**src/rtl/ram_share_ctrl_pkg.sv**
```systemverilog
// Shared constants for ram_share_ctrl.
// FSM state encoding and port-select values.
package ram_share_ctrl_pkg;

  typedef enum logic {
    CLEAR = 1'b0,
    SERVE = 1'b1
  } state_t;

  localparam logic PORT_A = 1'b0;
  localparam logic PORT_B = 1'b1;

endpackage

```
**src/rtl/genericRAM.sv**
```systemverilog
// Single-port RAM with registered read address.
// Ports: clk, wren (write enable), addr, data (write data), q (read data).
module genericRAM #(
  parameter int DATA_W = 8,
  parameter int ADDR_W = 5
) (
  input  logic              clk,
  input  logic              wren,
  input  logic [ADDR_W-1:0] addr,
  input  logic [DATA_W-1:0] data,
  output logic [DATA_W-1:0] q
);

  logic [DATA_W-1:0] r_mem [2**ADDR_W];
  logic [ADDR_W-1:0] r_addr;

  always_ff @(posedge clk) begin
    if (wren) begin
      r_mem[addr] <= data;
    end
    r_addr <= addr;
  end

  // Read-after-write on consecutive cycles sees the new word.
  assign q = r_mem[r_addr];

endmodule

```
**src/rtl/ram_share_ctrl.sv**
```systemverilog
// Shares one genericRAM between ports A and B: zero-fill after
// reset, then one round-robin grant per cycle, 1-cycle read latency.
// Ports: clk, resetn (async low); per port x in {a,b}: req_x, we_x,
// addr_x, wdata_x in; gnt_x, rvalid_x, rdata_x out; busy out.
module ram_share_ctrl
  import ram_share_ctrl_pkg::*;
#(
  parameter int DATA_W = 8,
  parameter int ADDR_W = 5
) (
  input  logic              clk,
  input  logic              resetn,
  input  logic              req_a,
  input  logic              we_a,
  input  logic [ADDR_W-1:0] addr_a,
  input  logic [DATA_W-1:0] wdata_a,
  input  logic              req_b,
  input  logic              we_b,
  input  logic [ADDR_W-1:0] addr_b,
  input  logic [DATA_W-1:0] wdata_b,
  output logic              gnt_a,
  output logic              gnt_b,
  output logic              rvalid_a,
  output logic              rvalid_b,
  output logic [DATA_W-1:0] rdata_a,
  output logic [DATA_W-1:0] rdata_b,
  output logic              busy
);

  localparam logic [ADDR_W-1:0] ONE = 1;

  state_t            r_state;
  state_t            w_state_nxt;
  logic [ADDR_W-1:0] r_clr_addr;
  logic [ADDR_W-1:0] r_last_addr;
  logic              r_last;
  logic              r_rvalid_a;
  logic              r_rvalid_b;

  logic              w_pick_a;
  logic              w_pick_b;
  logic              w_gnt_a;
  logic              w_gnt_b;
  logic              w_ram_we;
  logic [ADDR_W-1:0] w_ram_addr;
  logic [DATA_W-1:0] w_ram_data;
  logic [DATA_W-1:0] w_ram_q;

  // Mutually exclusive: on contention the port not served last wins.
  assign w_pick_a = req_a & (~req_b | (r_last == PORT_B));
  assign w_pick_b = req_b & (~req_a | (r_last == PORT_A));

  always_comb begin
    w_state_nxt = r_state;
    w_gnt_a     = 1'b0;
    w_gnt_b     = 1'b0;
    w_ram_we    = 1'b0;
    w_ram_addr  = r_last_addr;
    w_ram_data  = '0;
    unique case (r_state)
      CLEAR: begin
        w_ram_we   = 1'b1;
        w_ram_addr = r_clr_addr;
        if (&r_clr_addr) begin
          w_state_nxt = SERVE;
        end
      end
      SERVE: begin
        unique case (1'b1)
          w_pick_a: begin
            w_gnt_a    = 1'b1;
            w_ram_we   = we_a;
            w_ram_addr = addr_a;
            w_ram_data = wdata_a;
          end
          w_pick_b: begin
            w_gnt_b    = 1'b1;
            w_ram_we   = we_b;
            w_ram_addr = addr_b;
            w_ram_data = wdata_b;
          end
          default: ;
        endcase
      end
      default: ;
    endcase
  end

  always_ff @(posedge clk or negedge resetn) begin
    if (!resetn) begin
      r_state     <= CLEAR;
      r_clr_addr  <= '0;
      r_last_addr <= '0;
      r_last      <= PORT_B;
      r_rvalid_a  <= 1'b0;
      r_rvalid_b  <= 1'b0;
    end else begin
      r_state    <= w_state_nxt;
      r_rvalid_a <= w_gnt_a & ~we_a;
      r_rvalid_b <= w_gnt_b & ~we_b;
      if (r_state == CLEAR) begin
        r_clr_addr <= r_clr_addr + ONE;
      end
      if (w_gnt_a) begin
        r_last      <= PORT_A;
        r_last_addr <= addr_a;
      end
      if (w_gnt_b) begin
        r_last      <= PORT_B;
        r_last_addr <= addr_b;
      end
    end
  end

  genericRAM #(
    .DATA_W(DATA_W),
    .ADDR_W(ADDR_W)
  ) u_ram (
    .clk (clk),
    .wren(w_ram_we),
    .addr(w_ram_addr),
    .data(w_ram_data),
    .q   (w_ram_q)
  );

  assign gnt_a    = w_gnt_a;
  assign gnt_b    = w_gnt_b;
  assign busy     = (r_state == CLEAR);
  assign rvalid_a = r_rvalid_a;
  assign rvalid_b = r_rvalid_b;
  assign rdata_a  = r_rvalid_a ? w_ram_q : '0;
  assign rdata_b  = r_rvalid_b ? w_ram_q : '0;

endmodule

```
**config.mk**
```make
export PLATFORM = sky130hd
export DESIGN_NAME = ram_share_ctrl
export DESIGN_NICKNAME = d
export VERILOG_FILES = /design/src/rtl/ram_share_ctrl_pkg.sv /design/src/rtl/genericRAM.sv /design/src/rtl/ram_share_ctrl.sv
export SDC_FILE = /design/constraint.sdc
export NUM_CORES = 1
export LEC_CHECK = 0
export ABC_AREA = 1
export CAP_MARGIN = 25
export CORE_MARGIN = 3
export CORE_UTILIZATION = 56
export CTS_BUF_LIST = sky130_fd_sc_hd__clkbuf_16
export CTS_CLUSTER_DIAMETER = 120
export DETAILED_ROUTE_END_ITERATION = 10
export HOLD_SLACK_MARGIN = 0.08
export MAX_ROUTING_LAYER = met4
export PLACE_DENSITY = 0.75
export SLEW_MARGIN = 20
export SYNTH_ARGS = -nofsm -noshare
export SYNTH_HDL_FRONTEND = slang
export SYNTH_HIERARCHICAL = 1
export SYNTH_SLANG_ARGS = --single-unit
```
**constraint.sdc**
```tcl
create_clock -name clk -period 5.3 [get_ports clk]
set_input_delay 0.795 -clock clk [delete_from_list [all_inputs] [get_ports clk]]
set_output_delay 0.795 -clock clk [all_outputs]
set_load 0.005 [all_outputs]
```
==> results of run 1 <==
[registers in the layout, indices dropped and copies added, names as in the netlist, named ones only]
register     count
r_state          1
rvalid_a         1
r_last_addr      5
r_clr_addr       5
rvalid_b         1
u_ram/r_mem    256
r_last           1
[logic make-up (layout without fill, tap and decap cells)]
logic type,count (synthesis),count (layout),synth area share [%]
DFF,275,275,68.63
and+or+nand+nor,724,724,25.65
AOI/OAI and AO/OA,1,1,0.04216
xor gates and xnor gates,3,3,0.2216
buffers and inverters,100,155,5.254
adders and majority gates,2,2,0.2110
[through the flow]
stage          instances  utilization, %
5_1_grt             1430           64.58
2_1_floorplan       1105               -
4_1_cts             1429           64.51
6_report            1430           64.58
3_3_place_gp        1379           60.23
3_5_place_dp        1382           60.49
[worst max path at each step]
stage,end,cells after the start
5_1_grt,rdata_a[1],12
6_report,rdata_a[1],12
4_1_cts,rdata_a[1],12
3_3_place_gp,gnt_a,5
2_1_floorplan,u_ram/r_mem[11][0]$_DFFE_PP_,9
3_5_place_dp,gnt_a,5
[worst max-delay path, delay by kind of cell (launching register included)]
kind | cells | cell delay [ns]
buf+inv | 3 | 1.19
simple gates | 9 | 0.97
flops | 1 | 0.92
[where the power goes]
group          total (mW)  leakage (nW)  internal [mW]  switching [mW]
combinational       0.774          2.27          0.233           0.541
sequential           2.51          2.55           2.45          0.0569
clock                1.78         0.431           1.03           0.742
total                5.06          5.25           3.72            1.34
[cells in the final DEF, fill, tap and decap left out]
cell type,synthesis,final
nand2_1,442,442
nor2_1,51,51
dfxtp_4,0,1
nand4_1,2,2
dfstp_2,1,1
ha_1,2,2
nand3_1,220,220
nand2_4,2,2
dfxtp_1,5,3
o21ai_0,1,1
dfxtp_2,0,1
and3_1,1,1
nand3_4,1,1
clkdlybuf4s50_1,0,52
xor2_1,2,2
clkinv_2,0,3
edfxtp_1,256,256
clkbuf_16,0,26
inv_4,1,1
clkinv_1,0,7
or2_2,1,1
inv_1,34,42
clkinv_8,0,1
buf_6,25,1
buf_16,0,1
nand2_2,4,4
buf_4,7,12
dfrtp_1,13,13
inv_2,5,4
bufinv_16,0,3
buf_8,1,2
xnor2_1,1,1
[per-layer routing]
layer	wire (microns)	vias up	global-route usage, %
met2	13050	336	38.34
met5	0	-	-
li1	-	3815	-
met3	2184	64	3.331
met1	10890	3804	33.90
met4	896	0	8.670
[area by class of cell]
| type | instances | area [sq um] |
|---|---|---|
| clock buffer | 26 | 650.6 |
| clock inverter | 21 | 172.7 |
| fill | 1617 | 7258 |
| inverter | 40 | 153.9 |
| multi-input combinational | 730 | 3098 |
| sequential | 275 | 8144 |
| tap | 270 | 337.8 |
| timing repair buffer | 68 | 679.4 |
==> flow_summary.yaml, run 1 <==
placement:
  gp_congestion: 0.9149
  dpl_cell_area_sq_um: 12400
  dp_hpwl_microns: 16650
  portBuffers: 52
  pre_cts_ws_ns: 1.451
clock_network:
  cts_tree: "yes"
  cts_setup_buffers: 0
  ctsRootBufferMaster: "clkbuf_16"
  ctsLongestPathBuffers: 3
  cts_sinks: 275
  post_cts_resized: 0
  clk_latency_ns: 0.53
  htree_levels: 1
  cts.reportedPaths.clkPinSlew_ns: 0.06
  postCtsHoldBufs: 0
  cts_buffers: 26
finish:
  stdcell_area_sq_um: 13240
  final_nets: 1175
  drive_gt1_share_pct: 5.603
  antenna_cells: 0
  syn_to_final_growth_pct: 11.60
routing:
  wl_per_cell_microns: 18.90
  drtAntennaViolNets: 0
  dr.pass1.iters: 5
  totalWireLength_microns: 27030
  vias_per_cell: 5.608
  vias: 8019
  drc: 0
  drtIter0Drc: 923
min_path:
  holdPathEnd: "r_last_addr[0]$_DFFE_PN0P_"
  holdPathStages: 2
  min_path_type: "reg -> reg"
  worstHoldStart: "r_last_addr[0]$_DFFE_PN0P_"
timing:
  setup_tns_ns: 0
  hold_viol: 0
  finalMaxSlewViolations: 0
  post-route-period-util_pct: 83.49
  min_period_ns: 4.425
  tightest_slew_ns: 0.8539
  fmax_mhz: 226.0
  hold-worst-slack_ns: 0.4810
  rsz0062_at_grt: "false"
  maxSlewHeadroom_pct: 42.87
  setup-violations-final: 0
  skew_ns: 0.02168
  fin_ws_ns: 0.8751
grt:
  grt_antenna_before_repair: 0
  grt_max_degree: 81
  grt_pass1_vias: 7628
  track_usage_pct: 24.61
  overflow: 0
  grt_pass1_wl_microns: 41680
floorplan:
  rows: 52
  io_pins: 53
  initial_core_util_pct: 57.87
  die_h_microns: 151.5
  die_w_microns: 151.5
  core_area_sq_um: 20490
  die-area_sq_um: 22960
power_and_ir_drop:
  p_leak_nw: 5.246
  ir_worst_vdd_mv: 0.2985
  power_mw: 5.057
  powerDensity_nw_per_um2: 382.1
synth:
  synth.distinct_cells: 26
  synth_nets: 1139
  yosysSeqAreaShare_pct: 68.63
  ys_warn_count: 6
  synth_top_area_share_pct: 64.82
  synthCells: 1105
  yosysMostFrequentCell: "nand2_1"
  synth_common_cells: "442 x nand2_1, 256 x edfxtp_1, 220 x nand3_1, 51 x nor2_1, 34 x inv_1"
  async_flop_share_pct: 5.091
  synth.top_cells.by_area: "edfxtp_1 65%, nand2_1 14%, nand3_1 9.3%"
  synth_edf_count: 256
  avgSynthCellArea_sq_um: 10.73
  synth_seq_cells: 275
  synth_ff_type: "edfxtp_1"
  netlist_area_sq_um: 11860
  synth_top_cell_by_area: "edfxtp_1"
setup_path:
  crit_path_end_kind: "output port"
  path_common_cell: "nand2_1"
  crit_path_max_fanout: 78
  rrSetupSlack_ns: 2.40
  r2r_start: "r_state$_DFF_PN0_"
  max_stage_delay_ns: 0.92
  slowest_stage: "dfxtp_4"
  reg2reg_depth: 5
  worstReg2RegEnd: "u_ram/r_mem[6][2]$_DFFE_PP_"
  crit_path_start_kind: "flop"
  cp.required_ns: 4.51
  cp_data_arrival_time_ns: 3.63
  criticalPathCategory: "reg -> out"
  path_cells: "buf_4, nand2_1, nand3_1, nand3_1, nand2_1, nand2_1, nand2_1, nand2_1, nand2_1, nand2_1, inv_1, clkdlybuf4s50_1"
status:
  status: "complete, no violations"
run:
  maxCapViolations: 0
Power figures use the tool's default switching activity.
==> run 2, diff against run 1 <==
==> constraint.sdc (replaced) <==
create_clock -name clk -period 4.5 [get_ports clk]
set_input_delay 0.675 -clock clk [delete_from_list [all_inputs] [get_ports clk]]
set_output_delay 0.675 -clock clk [all_outputs]
set_load 0.005 [all_outputs]
==> run 2 against run 1 <==
  * Flip-flop and latch count stayed put
  * Global-route usage up 0.92 points
  * First-iteration DRC count is 2.4% lower
  * Die area is the same
  * Clock skew is 0.010 ns lower
  * Core utilization grew 0.46 points
  * Hold slack worse by 0.0014 ns
  * Largest cell class unchanged
  * Highest routed layer unchanged
==> flow_summary.yaml, run 2 (synthesis results as in run 1) <==
status:
  status: "complete, no violations"
finish:
  final_cells: 1437
  final_nets: 1179
  reg_top3: "u_ram/r_mem: 256 flops, r_clr_addr: 5 flops, r_last_addr: 5 flops"
  largest_reg_flops: 256
  top_register: "u_ram/r_mem"
  drive_gt1_share_pct: 6.512
  antenna_cells: 0
  syn_to_final_growth_pct: 12.40
  layout_common_cells: "441 x nand2_1, 256 x edfxtp_1, 220 x nand3_1, 52 x clkdlybuf4s50_1, 51 x nor2_1"
  final_common_cell: "nand2_1"
  finish.utilization_pct: 65.04
clock_network:
  postCtsHoldBufs: 0
  post_cts_resized: 0
  clk_latency_ns: 0.54
  cts_setup_buffers: 0
  ctsLongestPathBuffers: 3
  cts.reportedPaths.clkPinSlew_ns: 0.06
  cts_sinks: 275
  cts_tree: "yes"
  htree_levels: 1
  ctsRootBufferMaster: "clkbuf_16"
  cts_buffers: 28
floorplan:
  io_pins: 53
  core_area_sq_um: 20490
  die-area_sq_um: 22960
  die_w_microns: 151.5
  rows: 52
  initial_core_util_pct: 57.87
  die_h_microns: 151.5
setup_path:
  crit_path_start_kind: "flop"
  crit_path_end_kind: "output port"
  cp.required_ns: 3.83
  cp_data_arrival_time_ns: 3.03
  crit_path_max_fanout: 96
  criticalPathCategory: "reg -> out"
timing:
  fmax_mhz: 270.0
  hold-worst-slack_ns: 0.4796
  setup_tns_ns: 0
  rsz0062_at_grt: "false"
  finalMaxSlewViolations: 0
  tightest_slew_ns: 0.8152
  maxSlewHeadroom_pct: 45.46
  skew_ns: 0.01127
  setup-violations-final: 0
  post-route-period-util_pct: 82.29
  min_period_ns: 3.703
  hold_viol: 0
power_and_ir_drop:
  powerDensity_nw_per_um2: 460.1
  power_mw: 6.133
  p_leak_nw: 5.274
  ir_worst_vdd_mv: 0.4085
grt:
  grt_antenna_before_repair: 0
  grt_pass1_vias: 7837
  grt_pass1_wl_microns: 42930
  overflow: 0
  track_usage_pct: 25.53
  grt_max_degree: 97
routing:
  drc: 0
  totalWireLength_microns: 27880
  drtAntennaViolNets: 0
  vias_per_cell: 5.690
  wl_per_cell_microns: 19.40
  dr.pass1.iters: 7
  vias: 8176
  drtIter0Drc: 901
placement:
  portBuffers: 52
  dp_hpwl_microns: 17030
  gp_congestion: 0.8978
  placed_cells: 1385
min_path:
  min_path_type: "reg -> reg"
run:
  maxCapViolations: 0
run 2: cell count changes in the layout (fill, tap and decap cells not counted):
cell / delta
clkbuf_16: +3
nand2_1: -1
clkinvlp_4: +2
buf_4: +3
buf_16: -1
buf_8: -1
clkinv_1: +3
nand2_2: +1
clkinv_2: +4
inv_1: -6
buf_12: +2
buf_6: -1
clkinv_8: -1
run 2: area by class of cell:
type                    instances  area (sq um)
clock inverters                23         180.2
inverters                      40         153.9
repair buffers                 70         688.2
clock buffers                  29         725.7
multi-input cells             730          3100
flip-flops and latches        275          8144
fillers                      1577          7164
well taps                     270         337.8
run 2: worst paths after layout:
kind | start | to | slack, ns | cells past startpoint
worst max-delay path | flop | rdata_b[2] | 0.80 | 12
worst min register to register | r_last_addr[3]$_DFFE_PN0P_ | r_last_addr[3]$_DFFE_PN0P_ | 0.48 | 2
max in group asynchronous | resetn | r_last_addr[2]$_DFFE_PN0P_ | 3.53 | 1
worst max register to register | r_last$_DFFE_PN1P_ | u_ram/r_mem[23][1]$_DFFE_PP_ | 1.59 | 8
min in group asynchronous | resetn | rvalid_a$_DFF_PN0_ | 0.54 | 1
worst min-delay path | r_last_addr[3]$_DFFE_PN0P_ | r_last_addr[3]$_DFFE_PN0P_ | 0.48 | 2
run 2: power by group:
group | internal [mW] | switching, mW | total (mW)
Clock | 1.33 | 0.923 | 2.25
Combinational | 0.275 | 0.672 | 0.947
Sequential | 2.89 | 0.0441 | 2.93
run 2: stage by stage:
stage / cell area [sq um] / worst slack (ns)
after floorplan: 11860 / 2.148
after global placement: 12410 / 0.9046
after detailed placement: 12420 / 0.8018
after CTS: 13330 / 0.7843
after global routing: 13330 / 0.5817
final: 13330 / 0.7968
run 2: layer usage:
metal	track usage (%)	part of all wire, %	wire, microns
met1	34.80	40	11250
met4	7.996	2.8	792
met2	39.52	47	13110
met5	-	0	0
met3	5.027	9.8	2731
run 2: critical path, cell delays in order, from the launching register on:
cell and delay [ns]:
dfxtp_4 0.58, buf_12 0.41, nand2_1 0.12, nand3_1 0.14, nand3_1 0.09, nand2_1 0.10, nand2_1 0.07, nand2_1 0.09
nand2_1 0.06, nand2_1 0.17, nand2_1 0.08, inv_1 0.08, clkdlybuf4s50_1 0.50
